--- src/rtl/frame_stream_gen_if.sv ---
// Pixel stream bus: valid/ready handshake with frame and line markers.
interface frame_stream_gen_if #(
  parameter int unsigned DATA_W = 24
);
  logic              m_valid;
  logic              m_ready;
  logic [DATA_W-1:0] m_data;
  logic              m_sof;
  logic              m_eol;
  logic              m_eof;

  modport master (
    output m_valid,
    output m_data,
    output m_sof,
    output m_eol,
    output m_eof,
    input  m_ready
  );

  modport slave (
    input  m_valid,
    input  m_data,
    input  m_sof,
    input  m_eol,
    input  m_eof,
    output m_ready
  );
endinterface

--- src/rtl/frame_stream_gen.sv ---
// Camera-style stream source: replays a stored image from a 1-cycle sync RAM as a pixel stream
// with sof/eol/eof markers, horizontal blanking, valid/ready backpressure and frame counting.
module frame_stream_gen #(
  parameter int unsigned IMG_W      = 320,
  parameter int unsigned IMG_H      = 240,
  parameter int unsigned PIX_W      = 8,
  parameter int unsigned CHANNELS   = 3,
  parameter int unsigned NUM_FRAMES = 2,
  parameter int unsigned BLANK_CYC  = 4,
  localparam int unsigned ADDR_W    = $clog2(IMG_W * IMG_H),
  localparam int unsigned DATA_W    = PIX_W * CHANNELS
) (
  input  logic              CAMERA_CLK,
  input  logic              rst,
  input  logic              start,
  output logic              mem_en,
  output logic [ADDR_W-1:0] mem_addr,
  input  logic [DATA_W-1:0] mem_rdata,
  frame_stream_gen_if.master m_if,
  output logic              frame_done,
  output logic              all_done,
  output logic              busy,
  output logic [15:0]       frame_cnt
);

  localparam int unsigned XW = $clog2(IMG_W);
  localparam int unsigned YW = $clog2(IMG_H);
  localparam int unsigned BW = (BLANK_CYC > 1) ? $clog2(BLANK_CYC) : 1;
  localparam logic [XW-1:0]     XLast = XW'(IMG_W - 1);
  localparam logic [YW-1:0]     YLast = YW'(IMG_H - 1);
  localparam logic [ADDR_W-1:0] ALast = ADDR_W'(IMG_W * IMG_H - 1);
  localparam logic [BW-1:0]     BLast = BW'((BLANK_CYC == 0) ? 0 : BLANK_CYC - 1);

  typedef enum logic [2:0] {StIdle, StActive, StHblank, StDrain, StDone} state_e;

  typedef struct packed {
    logic [DATA_W-1:0] data;
    logic              sof;
    logic              eol;
    logic              eof;
  } pix_t;

  state_e            state_q, state_d;
  logic [XW-1:0]     x_q, x_d;
  logic [YW-1:0]     y_q, y_d;
  logic [ADDR_W-1:0] addr_q, addr_d;
  logic [BW-1:0]     blank_q, blank_d;
  logic [15:0]       frame_cnt_q, frame_cnt_d;
  logic              frame_done_q, frame_done_d;
  logic              all_done_q, all_done_d;
  logic              busy_q, busy_d;
  // Read in flight: markers ride alongside until the RAM word returns.
  logic              rd_q, rd_d;
  logic [2:0]        rd_mk_q, rd_mk_d;
  pix_t              buf0_q, buf0_d, buf1_q, buf1_d;
  logic [1:0]        cnt_q, cnt_d;

  pix_t       in_pix, head, second;
  logic [1:0] total;
  logic       valid, pop, issue;

  // Skid buffer view: the returning RAM word counts as the tail entry.
  always_comb begin
    in_pix.data = mem_rdata;
    in_pix.sof  = rd_mk_q[2];
    in_pix.eol  = rd_mk_q[1];
    in_pix.eof  = rd_mk_q[0];
    total       = cnt_q + {1'b0, rd_q};
    head        = (cnt_q != 2'd0) ? buf0_q : in_pix;
    second      = (cnt_q == 2'd2) ? buf1_q : in_pix;
    valid       = (total != 2'd0);
    pop         = valid & m_if.m_ready;
    issue       = (state_q == StActive) && (total < 2'd2);
    if (pop) begin
      buf0_d = second;
      buf1_d = buf1_q;
      cnt_d  = total - 2'd1;
    end else begin
      buf0_d = head;
      buf1_d = second;
      cnt_d  = total;
    end
    rd_d    = issue;
    rd_mk_d = {(x_q == '0) && (y_q == '0), x_q == XLast, (x_q == XLast) && (y_q == YLast)};
  end

  // Control FSM: read issue, blanking, frame accounting.
  always_comb begin
    state_d      = state_q;
    x_d          = x_q;
    y_d          = y_q;
    addr_d       = addr_q;
    blank_d      = blank_q;
    frame_cnt_d  = frame_cnt_q;
    frame_done_d = 1'b0;
    all_done_d   = all_done_q;
    busy_d       = busy_q;
    unique case (state_q)
      StIdle, StDone: begin
        if (start) begin
          state_d     = StActive;
          x_d         = '0;
          y_d         = '0;
          addr_d      = '0;
          blank_d     = '0;
          frame_cnt_d = '0;
          busy_d      = 1'b1;
          all_done_d  = 1'b0;
        end
      end
      StActive: begin
        if (issue) begin
          addr_d = (addr_q == ALast) ? '0 : addr_q + 1'b1;
          if (x_q == XLast) begin
            x_d = '0;
            if (y_q == YLast) begin
              state_d = StDrain;
            end else if (BLANK_CYC > 0) begin
              state_d = StHblank;
              blank_d = '0;
            end else begin
              y_d = y_q + 1'b1;
            end
          end else begin
            x_d = x_q + 1'b1;
          end
        end
      end
      StHblank: begin
        // Blanking holds while the buffer is full.
        if (cnt_q != 2'd2) begin
          if (blank_q == BLast) begin
            state_d = StActive;
            blank_d = '0;
            y_d     = y_q + 1'b1;
          end else begin
            blank_d = blank_q + 1'b1;
          end
        end
      end
      StDrain: begin
        if (pop && head.eof) begin
          frame_done_d = 1'b1;
          frame_cnt_d  = (frame_cnt_q == 16'hFFFF) ? frame_cnt_q : frame_cnt_q + 16'd1;
          if ((NUM_FRAMES == 0) || (({1'b0, frame_cnt_q} + 17'd1) < 17'(NUM_FRAMES))) begin
            state_d = StActive;
            x_d     = '0;
            y_d     = '0;
            addr_d  = '0;
          end else begin
            state_d    = StDone;
            busy_d     = 1'b0;
            all_done_d = 1'b1;
          end
        end
      end
      default: state_d = StIdle;
    endcase
  end

  // State and datapath registers with synchronous reset.
  always_ff @(posedge CAMERA_CLK) begin
    if (rst) begin
      state_q      <= StIdle;
      x_q          <= '0;
      y_q          <= '0;
      addr_q       <= '0;
      blank_q      <= '0;
      frame_cnt_q  <= '0;
      frame_done_q <= 1'b0;
      all_done_q   <= 1'b0;
      busy_q       <= 1'b0;
      rd_q         <= 1'b0;
      rd_mk_q      <= '0;
      buf0_q       <= '0;
      buf1_q       <= '0;
      cnt_q        <= '0;
    end else begin
      state_q      <= state_d;
      x_q          <= x_d;
      y_q          <= y_d;
      addr_q       <= addr_d;
      blank_q      <= blank_d;
      frame_cnt_q  <= frame_cnt_d;
      frame_done_q <= frame_done_d;
      all_done_q   <= all_done_d;
      busy_q       <= busy_d;
      rd_q         <= rd_d;
      rd_mk_q      <= rd_mk_d;
      buf0_q       <= buf0_d;
      buf1_q       <= buf1_d;
      cnt_q        <= cnt_d;
    end
  end

  // Outputs; payload forced to zero when nothing is valid.
  always_comb begin
    mem_en      = issue;
    mem_addr    = addr_q;
    m_if.m_valid = valid;
    m_if.m_data  = valid ? head.data : '0;
    m_if.m_sof   = valid & head.sof;
    m_if.m_eol   = valid & head.eol;
    m_if.m_eof   = valid & head.eof;
    frame_done  = frame_done_q;
    all_done    = all_done_q;
    busy        = busy_q;
    frame_cnt   = frame_cnt_q;
  end

endmodule
--- src/flat_wrapper.sv ---
// flat-port wrapper written by rule: the top's interface ports become plain ports
module frame_stream_gen_flat 
#(
  parameter int unsigned IMG_W      = 320,
  parameter int unsigned IMG_H      = 240,
  parameter int unsigned PIX_W      = 8,
  parameter int unsigned CHANNELS   = 3,
  parameter int unsigned NUM_FRAMES = 2,
  parameter int unsigned BLANK_CYC  = 4,
  localparam int unsigned ADDR_W    = $clog2(IMG_W * IMG_H),
  localparam int unsigned DATA_W    = PIX_W * CHANNELS
)
  (CAMERA_CLK, rst, start, mem_en, mem_addr, mem_rdata, frame_done, all_done, busy, frame_cnt, m_if_m_valid, m_if_m_data, m_if_m_sof, m_if_m_eol, m_if_m_eof, m_if_m_ready);
  frame_stream_gen_if m_if_i ();
  input  logic CAMERA_CLK;
  input  logic rst;
  input  logic start;
  output logic mem_en;
  output logic [ADDR_W-1:0] mem_addr;
  input  logic [DATA_W-1:0] mem_rdata;
  output logic frame_done;
  output logic all_done;
  output logic busy;
  output logic [15:0] frame_cnt;
  output wire logic [$bits(m_if_i.m_valid)-1:0] m_if_m_valid;
  output wire logic [$bits(m_if_i.m_data)-1:0] m_if_m_data;
  output wire logic [$bits(m_if_i.m_sof)-1:0] m_if_m_sof;
  output wire logic [$bits(m_if_i.m_eol)-1:0] m_if_m_eol;
  output wire logic [$bits(m_if_i.m_eof)-1:0] m_if_m_eof;
  input wire logic [$bits(m_if_i.m_ready)-1:0] m_if_m_ready;
  assign m_if_m_valid = m_if_i.m_valid;
  assign m_if_m_data = m_if_i.m_data;
  assign m_if_m_sof = m_if_i.m_sof;
  assign m_if_m_eol = m_if_i.m_eol;
  assign m_if_m_eof = m_if_i.m_eof;
  assign m_if_i.m_ready = m_if_m_ready;
  frame_stream_gen #(.IMG_W(IMG_W), .IMG_H(IMG_H), .PIX_W(PIX_W), .CHANNELS(CHANNELS), .NUM_FRAMES(NUM_FRAMES), .BLANK_CYC(BLANK_CYC)) u_core (.CAMERA_CLK(CAMERA_CLK), .rst(rst), .start(start), .mem_en(mem_en), .mem_addr(mem_addr), .mem_rdata(mem_rdata), .m_if(m_if_i), .frame_done(frame_done), .all_done(all_done), .busy(busy), .frame_cnt(frame_cnt));
endmodule
--- config.mk ---
export PLATFORM = sky130hd
export DESIGN_NAME = frame_stream_gen_flat
export DESIGN_NICKNAME = d
export VERILOG_FILES = /design/src/rtl/frame_stream_gen_if.sv /design/src/rtl/frame_stream_gen.sv /design/src/flat_wrapper.sv
export SDC_FILE = /design/constraint.sdc
export NUM_CORES = 1
export LEC_CHECK = 0
export CORE_ASPECT_RATIO = 0.7
export CORE_MARGIN = 2
export CORE_UTILIZATION = 35
export DETAILED_ROUTE_END_ITERATION = 16
export GPL_ROUTABILITY_DRIVEN = 0
export PLACE_DENSITY = 0.59
export SLEW_MARGIN = 20
export SYNTH_ARGS = -nofsm -noshare
export SYNTH_HDL_FRONTEND = slang
export SYNTH_SLANG_ARGS = --single-unit
--- constraint.sdc ---
create_clock -name CAMERA_CLK -period 2.95 [get_ports CAMERA_CLK]
set_input_delay 0.295 -clock CAMERA_CLK [delete_from_list [all_inputs] [get_ports CAMERA_CLK]]
set_output_delay 0.295 -clock CAMERA_CLK [all_outputs]
set_load 0.01 [all_outputs]
==> impl_results.md <==
* Tot Pwr at roughly 0.0069 W
* Final Skew at between 6 and 7 ps
* Pleak at roughly 3.2 nW
* Synthesized cell area at between 6000 and 7000 um2
* Detailed placement HPWL at between 10 and 15 mm
* Post-synthesis xor/xnor area fraction at 0.003927
* Sum of negative setup slack at 0 ps
* # setup viols final at 0
* Crit path required time at ~2700 ps
* Crit path kind: reg2out
* IO Port Bufs at between 90 and 100
* Top-area cell type share of the netlist area at 0.3531
* Total GRT Usage at 0.1927
* Multiplexer share of the synthesized area at 0.005985
* H-tree depth at 4
* Hold Slack at 386.1 ps
* Cell taking the most area after synthesis: dfxtp_1
* Complex-gate fraction of the synthesized area at 0.2454
* Yosys warning total at 0
* Via count at slightly below 7000
* Slew Limit Fails at 0
* Clock Latency Late Sink at roughly 410 ps
* Die W at between 150 and 200 um
* PD cells at approximately 820 nW/um2
* Status: complete, no violations
* First-pass GRT wire length at between 30 and 40 mm
* Routed len/inst at between 15 and 20 um
* Synth top area cells: dfxtp_1 (35%), nand2_1 (13%), a21oi_1 (9.8%), nor2_1 (5.0%), clkbuf_1 (2.8%)
* DRT antenna net count at 0
* Via density at 5.414
* Number of flops mapped to enable cells by yosys at 0
* Share of layout cells above drive strength 1 at 0.07864
* CTS root buf: clkbuf_16
* Row count at 42
* Least-Margin Pin Slew at ~1100 ps
* ANT cells at 0
* # Post-CTS Setup Buffers at 0
* I/O pins at slightly above 90
* Initial Util at 0.3556
* DRT iter0 DRCs at about 600
* Layout Nets at ~1100
* DRC Markers at 0
* Fin. Hold Viols at 0
* Unique masters post-synth at between 70 and 80
* Ys flop type: dfxtp_1
* Max clock buf depth at 2
* Antenna violations before repair at 0
* Min-delay worst type: in2reg
* Startpoint Class: flip-flop
* Gate Count Post-Synth at 950
* Post-synthesis adder-cell area fraction at 0.01683
* Die Footprint at slightly above 20000 um2
* Fill count at 1900
* CTS sink cnt at between 100 and 150
* Post_cts resized at 0
* Worst EP arrival at between 2000 and 2500 ps
* 1st-pass router iterations at 5
* Cts hold-fix bufs at 0
* Clk pin slew, worst setup/hold paths at about 50 ps
* Die Ht at between 100 and 150 um
* Seq cells post-synth at approximately 120
* Max FO, Critical Path at 29
* Simple-Gate Fraction of Synth Area at 0.3267
* Mean Syn Cell Area at slightly above 7 um2
* CTS tree: built
* Layout area overhead at 25.49%
* Max-cap violation count at 0
* CP Capture Type: primary output
* RSZ-0062 raised after global routing: no
* Worst vdd ir at about 0.4 mV
* Vias in the first global route at a little over 6000
* Post-Syn Nets at just under 1000
* FMAX at about 370 MHz
* CTS Buf Count at 17
* Fin crit period at 2733 ps
* Asr flop ratio synth at 0
* GR Overflow Total at 0
* Largest family of logic cells by synthesized area: simple AND/OR/NAND/NOR gates
* DRT Wirelength at about 19 mm
* Largest net degree at the start of global routing at 56
* Seq/Total Area, Yosys at 0.3531
* Core Region at between 15000 and 20000 um2
* Slew HR at 0.2882
* Period utilization at 0.9264
-- layer usage --
metal | wire [um] | GRT usage
met4 | 218 | 0.05716
met5 | 0 | 0
met1 | 10270 | 0.2912
met2 | 7870 | 0.2770
met3 | 987 | 0.03364
-- layout by cell type (no fill, tap or decap), types with 3 or more instances in the layout --
cell type / Yosys / final
a211oi_1: 6 / 6
a21oi_1: 131 / 131
a311oi_1: 18 / 18
a31oi_1: 8 / 8
a41oi_1: 5 / 5
and2_1: 11 / 11
and3_1: 13 / 13
buf_4: 4 / 21
clkbuf_16: 0 / 17
clkbuf_8: 0 / 3
clkdlybuf4s50_1: 0 / 91
clkinv_2: 0 / 3
clkinv_4: 0 / 3
clkinvlp_4: 0 / 4
dfxtp_1: 118 / 117
ha_1: 9 / 9
inv_1: 10 / 10
mux2i_1: 4 / 4
nand2_1: 237 / 237
nand2b_1: 9 / 9
nand3_1: 26 / 26
nand4_1: 9 / 9
nand4b_1: 4 / 4
nor2_1: 90 / 89
nor2b_1: 5 / 4
nor3_1: 37 / 37
nor4_1: 4 / 4
o211ai_1: 6 / 6
o21a_1: 5 / 5
o21ai_0: 21 / 21
o21ai_1: 8 / 8
o22ai_1: 27 / 27
or3_1: 8 / 8
or4_1: 4 / 4
xnor2_1: 3 / 3
-- per-stage QoR --
stage | area, um2 | setup WS, ps | util | cells
floorplan | 6690 | 499.9 | - | 950
global placement | 7824 | 375.2 | 0.4159 | 1240
detailed placement | 7824 | 290.8 | 0.4159 | 1240
CTS | 8396 | 180.6 | 0.4463 | 1272
global route | 8396 | 77.06 | 0.4463 | 1272
finish | 8396 | 217.0 | 0.4463 | 1272
-- path summary, 6_finish.rpt --
kind | startpoint | cells past startpoint | slack (ps) | endpoint
max reg2reg | u_core.frame_cnt[0]$_SDFFE_PP0P_ | 7 | 250 | u_core.frame_cnt[4]$_SDFFE_PP0P_
min reg2reg | u_core.buf1_q[5]$_SDFFE_PP0N_ | 2 | 450 | u_core.buf1_q[5]$_SDFFE_PP0N_
min | rst | 2 | 390 | u_core.cnt_q[0]$_SDFF_PP0_
max | u_core.cnt_q[0]$_SDFF_PP0_ | 6 | 220 | m_if_m_eol
-- where the power goes --
group	leakage, nW	switching (W)	internal (W)	total (W)
logic	1.92	0.00175	0.00110	0.00285
clock network	0.271	0.000768	0.00122	0.00199
registers	0.965	0.000176	0.00185	0.00202
-- area by class of cell --
cell class	instances	area, um2	share of cell area
multi-input combinational	756	4011	0.4778
inverter	10	37.54	0.004471
timing repair buffer	114	1109	0.1320
sequential	118	2364	0.2815
clock buffer	21	470.5	0.05604
clock inverter	11	101.3	0.01207
tap	242	302.8	0.03607
-- sequential cells by signal, summed over array words and instances, names as in the netlist --
signal	count
u_core.rd_mk_q	3
u_core.frame_cnt	16
u_core.busy	1
u_core.buf1_q	27
u_core.blank_q	2
u_core.all_done	1
u_core.mem_addr	17
u_core.frame_done	1
u_core.x_q	9
u_core.cnt_q	2
u_core.y_q	8
u_core.rd_q	1
u_core.state_q	3
u_core.buf0_q	27
-- worst max-delay path, cell delays in order, from the launching register on --
cell	delay [ps]
dfxtp_2	340
ha_1	310
inv_1	50
ha_1	190
buf_4	250
a21oi_1	280
clkdlybuf4s50_1	600
-- synth_stat cells, types with 2 or more instances --
master and count:
a211o_1 2, a211oi_1 6, a21oi_1 131, a311oi_1 18
a31oi_1 8, a41oi_1 5, and2_1 11, and3_1 13
and4_1 2, buf_1 5, buf_2 4, buf_4 4
buf_6 2, clkbuf_1 50, dfxtp_1 118, ha_1 9
inv_1 10, mux2i_1 4, nand2_1 237, nand2b_1 9
nand3_1 26, nand3_2 2, nand3b_1 2, nand4_1 9
nand4_4 2, nand4b_1 4, nor2_1 90, nor2_4 2
nor2b_1 5, nor3_1 37, nor3b_1 2, nor4_1 4
o2111ai_1 2, o211ai_1 6, o21a_1 5, o21ai_0 21
o21ai_1 8, o22ai_1 27, o31ai_1 2, or2_2 2
or3_1 8, or4_1 4, xnor2_1 3
-- cell families after synthesis --
kind of cell / after synthesis
and+or+nand+nor: 478
buffers and inverters: 76
muxes: 4
AOI/OAI and AO/OA: 262
DFF: 118
adders and majority gates: 9
xor gates and xnor gates: 3
(Power assumes the default switching activity.)
